$ cat config.mk
export PLATFORM = sky130hd
export DESIGN_NAME = mipi_payload_framer
export DESIGN_NICKNAME = d
export VERILOG_FILES = /design/src/rtl/mipi_payload_framer.sv
export SDC_FILE = /design/constraint.sdc
export NUM_CORES = 2
export LEC_CHECK = 0
export ABC_AREA = 0
export ABC_CLOCK_PERIOD_IN_PS = 2800
export CAP_MARGIN = 25
export CORE_ASPECT_RATIO = 0.5
export CORE_UTILIZATION = 45
export DETAILED_ROUTE_END_ITERATION = 16
export GPL_ROUTABILITY_DRIVEN = 1
export MAX_ROUTING_LAYER = met4
export PLACE_DENSITY = 0.69
export SLEW_MARGIN = 15
export SYNTH_ARGS = -nofsm -noshare
export SYNTH_HDL_FRONTEND = slang
export SYNTH_SLANG_ARGS = --single-unit
$ cat constraint.sdc
create_clock -name tx_pixel_clk -period 2.8 [get_ports tx_pixel_clk]
set_clock_uncertainty 0.05 [all_clocks]
set_input_delay 0.42 -clock tx_pixel_clk [delete_from_list [all_inputs] [get_ports tx_pixel_clk]]
set_output_delay 0.42 -clock tx_pixel_clk [all_outputs]
set_load 0.01 [all_outputs]
$ cat src/rtl/mipi_payload_framer.sv
// Transmit-side payload framer for the MIPI TX pixel path.
// Holds one DLEN-bit payload and streams it as 48-bit pixel words:
// MARKER, {word count, sequence}, payload words (LSB first), XOR checksum.
module mipi_payload_framer #(
    parameter int          DLEN   = 512,
    parameter logic [47:0] MARKER = 48'hA0B0C0A0B0C0
) (
    input  logic            tx_pixel_clk,
    input  logic            rst,
    input  logic [DLEN-1:0] in_data,
    input  logic            in_valid,
    output logic            in_ready,
    input  logic            frame_start,
    input  logic            pix_req,
    output logic [63:0]     out_data,
    output logic            busy,
    output logic            frame_done,
    output logic [31:0]     seq
);

    localparam int NWORDS = (DLEN + 47) / 48;
    localparam int PW     = NWORDS * 48;
    localparam int IW     = $clog2(NWORDS + 1);

    typedef enum logic [2:0] {
        S_IDLE,
        S_WAIT_SOF,
        S_HDR,
        S_LEN,
        S_PAYLOAD,
        S_CSUM
    } state_t;

    state_t          r_state;
    state_t          w_nextState;
    logic [PW-1:0]   r_buffer;
    logic [47:0]     r_outData;
    logic [47:0]     r_csum;
    logic [31:0]     r_seq;
    logic [IW-1:0]   r_wordIdx;
    logic [47:0]     w_word;
    logic            w_lastWord;

    // Once the index has walked past the final payload word, the next consumed word is the checksum.
    assign w_lastWord = (r_wordIdx == IW'(NWORDS));

    assign in_ready   = (r_state == S_IDLE) && !rst;
    assign busy       = (r_state != S_IDLE);
    assign frame_done = (r_state == S_CSUM) && pix_req;
    assign out_data   = {16'h0000, r_outData};
    assign seq        = r_seq;

    // State register; reset drops any frame in flight straight back to idle.
    always_ff @(posedge tx_pixel_clk) begin
        if (rst) begin
            r_state <= S_IDLE;
        end else begin
            r_state <= w_nextState;
        end
    end

    // Next-state logic: header/payload/checksum states only advance on a consumed pixel.
    always_comb begin
        w_nextState = r_state;
        case (r_state)
            S_IDLE:     if (in_valid)                w_nextState = S_WAIT_SOF;
            S_WAIT_SOF: if (frame_start)             w_nextState = S_HDR;
            S_HDR:      if (pix_req)                 w_nextState = S_LEN;
            S_LEN:      if (pix_req)                 w_nextState = S_PAYLOAD;
            S_PAYLOAD:  if (pix_req && w_lastWord)   w_nextState = S_CSUM;
            S_CSUM:     if (pix_req)                 w_nextState = S_IDLE;
            default:                                 w_nextState = S_IDLE;
        endcase
    end

    // Select the payload word addressed by the word index out of the zero-padded buffer.
    always_comb begin
        w_word = '0;
        for (int k = 0; k < NWORDS; k++) begin
            if (r_wordIdx == IW'(k)) begin
                w_word = r_buffer[k*48 +: 48];
            end
        end
    end

    // Datapath: payload capture, sequence counting, output word register and running checksum.
    always_ff @(posedge tx_pixel_clk) begin
        if (rst) begin
            r_buffer  <= '0;
            r_outData <= '0;
            r_csum    <= '0;
            r_seq     <= '0;
            r_wordIdx <= '0;
        end else begin
            case (r_state)
                S_IDLE: begin
                    r_outData <= '0;
                    if (in_valid) begin
                        r_buffer <= PW'(in_data);
                    end
                end
                S_WAIT_SOF: begin
                    if (frame_start) begin
                        r_outData <= MARKER;
                        r_seq     <= r_seq + 32'd1;
                    end
                end
                S_HDR: begin
                    if (pix_req) begin
                        r_outData <= {16'(NWORDS), r_seq};
                        r_wordIdx <= '0;
                    end
                end
                S_LEN: begin
                    if (pix_req) begin
                        r_outData <= w_word;
                        r_csum    <= w_word;
                        r_wordIdx <= IW'(1);
                    end
                end
                S_PAYLOAD: begin
                    if (pix_req) begin
                        if (w_lastWord) begin
                            r_outData <= r_csum;
                        end else begin
                            r_outData <= w_word;
                            r_csum    <= r_csum ^ w_word;
                            r_wordIdx <= r_wordIdx + IW'(1);
                        end
                    end
                end
                S_CSUM: begin
                    if (pix_req) begin
                        r_outData <= '0;
                    end
                end
                default: begin
                    r_outData <= '0;
                end
            endcase
        end
    end

endmodule

==> impl_metrics.py <==
metrics = {
    "floorplanning": {
        "dieArea_um2": 68700,
        "chipHeight_um": 186,
        "ioPinCount": 616,
        "placement_rows": 66,
        "die_w_um": 370,
        "start_util_pct": 46.1,
        "coreArea_um2": 65900,
    },
    "worst_setup_path": {
        "crit_required_ns": 3.27,
        "critPathSlowestCell": "dfxtp_4",
        "endpoint_kind": "flop",
        "path_class": "reg -> reg",
        "worstPathMaxFanout": 34,
        "arrival_ns": 3.27,
        "crit_chain": "inv_2 -> ha_4 -> buf_12 -> nand3b_1 -> a221oi_2 -> o22ai_1 -> buf_4 -> o2111ai_1 -> buf_4 -> a311oi_1 -> a41o_1",
        "critPathMaxStageDelay_ns": 0.38,
        "cpMostUsedCell": "buf_4",
        "worstSetupStartpointType": "flop",
        "crit_family": "compound AO/OA/AOI/OAI gates",
        "cp_num_buf_inv": 4,
    },
    "logic_synthesis": {
        "async_reset_ff_share_pct": 0,
        "synth_top_area_share_pct": 42.6,
        "synth_edf_count": 0,
        "synth_cell_types": 73,
        "ys_seq_area_share_pct": 42.6,
        "synth_area_per_cell_um2": 7.34,
        "netlist_instances": 4143,
        "yosys.area.top_type": "dfxtp_1",
        "ys_warn_count": 0,
        "synth_area_leaders": "dfxtp_1, nand2_1, a21oi_1, clkbuf_1, a221oi_1",
        "ys.flop_type": "dfxtp_1",
        "synth_seq_cells": 647,
        "synthesis.area_um2": 30400,
    },
    "clock_tree": {
        "worstSkewPairLatency_ns": 0.64,
        "cts_root_buf": "clkbuf_16",
        "cts_tree": "built",
        "cts_buffer_depth": 3,
        "ctsHtreeMaxLevel": 2,
        "cts_inserted_buffers": 59,
        "clk_pin_slew_ns": 0.07,
        "cts_sinks": 647,
    },
    "layout": {
        "drive_gt1_share_pct": 10.6,
        "area_growth_pct": 34.8,
        "nNetsFinal": 5261,
        "fin_area_um2": 41000,
    },
    "global_route": {
        "grt_max_degree": 191,
        "overflow": 0,
        "antenna_found_initial": 13,
        "grt_pass1_wl_mm": 185,
        "grt.total_usage_pct": 36.8,
        "grt_pass1_vias": 29300,
    },
    "job": {
        "max_cap_viol_count": 0,
    },
    "power": {
        "p_per_area_nw_per_um2": 581,
        "p_leak_nw": 15.1,
        "p_comb_share_pct": 20.7,
        "power.switching_w": 0.00714,
        "ir_worst_vdd_v": 0.000519,
        "swShare_pct": 30.0,
        "clkPwrFrac_pct": 35.9,
        "p_seq_share_pct": 43.5,
        "p_int_w": 0.0167,
    },
    "routing": {
        "drc": 12,
        "initialDrtViolationCount": 4630,
        "antenna_left": 0,
        "wl_per_cell_um": 22.9,
        "wl_mm": 130,
        "drt-pass1-iter-count": 16,
        "vias": 32900,
        "post_drt_via_cell_ratio": 5.79,
    },
    "placement": {
        "place_area_um2": 38500,
        "routabilityCongestion": 1.02,
        "io_buffers": 599,
        "hpwl_mm": 96.5,
    },
    "sta": {
        "min_period_ns": 2.79,
        "relSlewSlack_pct": 31.1,
        "finalCritPeriodShare_pct": 99.8,
        "slew_viol_final": 0,
        "tightest_slew_ns": 1.03,
        "hold_viol": 0,
        "rsz0062_at_grt": "true",
        "final-setup-viol-count": 0,
        "fin_setup_tns_ns": 0,
        "fmax_ghz": 0.358,
    },
    "outcome": {
        "violations": "DRC",
        "status": "finished with violations",
    },
    "min_path": {
        "hp-class": "in -> reg",
    },
}
[cell usage after synthesis, types with 5 or more instances]
master        n
a211oi_1     12
a21o_1       27
a21oi_1     821
a221o_1       6
a221oi_1     64
a221oi_2     24
a222oi_1     23
a22oi_1      28
a2bb2oi_1     8
a311oi_1     27
a31o_2       11
a31oi_1       9
a41o_1       24
and2_1        5
and3_1        7
and3b_1       5
and4_1        6
buf_1        19
buf_2       110
buf_4        23
clkbuf_1    231
dfxtp_1     647
ha_1          5
inv_1       101
mux2_2        6
nand2_1    1254
nand2b_1     12
nand3_1      58
nand3b_1     62
nand4_1      20
nor2_1      127
nor2b_1      45
nor3_1        8
o2111ai_1    22
o211ai_1     14
o21ai_0     100
o21ai_1      19
o22ai_1      53
o2bb2ai_1     5
or2_2        12
or3_1        11
xnor2_1       5
xor2_1       20
[flip-flops by register name, indices dropped and copies added, names as in the netlist]
name	count
r_wordIdx	4
r_state	3
r_csum	48
r_outData	48
r_buffer	512
seq	32
[what timing repair did]
action / 4_1_cts / 5_1_grt
cloned: 0 / 3
hold buffers: 0 / 0
setup endpoints to repair: 41 / 71
pin swaps: 1 / 11
resized for setup: 10 / 39
buffers inserted: 3 / 17
[routing by layer]
layer  up-vias  GRT usage (%)  share of wire (%)
met3       148           8.39                 10
met4         0           7.75                1.9
met1     15700           52.2                 45
met2      1576           53.0                 43
met5         -              -                  0
li1      15400              -                  -
[power groups by stage]
stage	sequential [W]	combinational [W]	clock, W
3_3_place_gp	0.0105	0.00466	0
5_1_grt	0.0104	0.00526	0.00896
2_1_floorplan	0.0104	0.00246	0
3_5_place_dp	0.0105	0.00471	0
4_1_cts	0.0103	0.00475	0.00857
6_report	0.0103	0.00493	0.00854
[metrics by stage]
stage,hold slack (ns),util [%],total power (W),setup slack [ns],cells
after floorplan,0.381,-,0.0128,0.516,4158
after detailed placement,0.394,58.5,0.0152,-0.149,5540
after CTS,0.107,61.6,0.0236,0.00199,5653
after global placement,0.388,58.5,0.0152,-0.0752,5540
after global routing,0.130,62.2,0.0246,-0.00894,5683
final,0.128,62.2,0.0238,0.00621,5683
[area by class of cell]
type / instances / area [µm²]
clock buffers: 85 / 1710
repair buffers: 906 / 8810
flip-flops and latches: 647 / 13000
multi-input cells: 3024 / 15700
clock inverters: 25 / 280
diodes: 11 / 27.5
well taps: 884 / 1110
fillers: 5948 / 24900
inverters: 101 / 379
[cell families after synthesis]
family	share of synthesized area, %
simple gates	22.8
compound gates	26.3
flops	42.6
fa+ha+maj	0.206
mux	0.502
xor+xnor	0.720
other cells	0.0123
buf+inv	6.82
[layout by cell type, fill, tap and decap left out, types with 36 or more instances in the layout]
master,n
dfxtp_1,642
a21oi_1,814
o22ai_1,52
buf_4,262
nand3_1,58
a221oi_1,63
inv_1,99
nand2_1,1253
clkbuf_16,63
nor2_1,124
clkdlybuf4s50_1,598
nand3b_1,62
nor2b_1,44
o21ai_0,91
buf_12,36
[final timing paths]
kind         depth (start not counted)          start             to  slack, ns
max                                 11   r_wordIdx[0]     r_csum[28]      0.006
min                                  2            rst     r_csum[35]       0.13
max reg2reg                         11   r_wordIdx[0]     r_csum[28]      0.006
min reg2reg                          2  r_buffer[486]  r_buffer[486]       0.40
No activity file was read; power rests on OpenSTA's default activity.
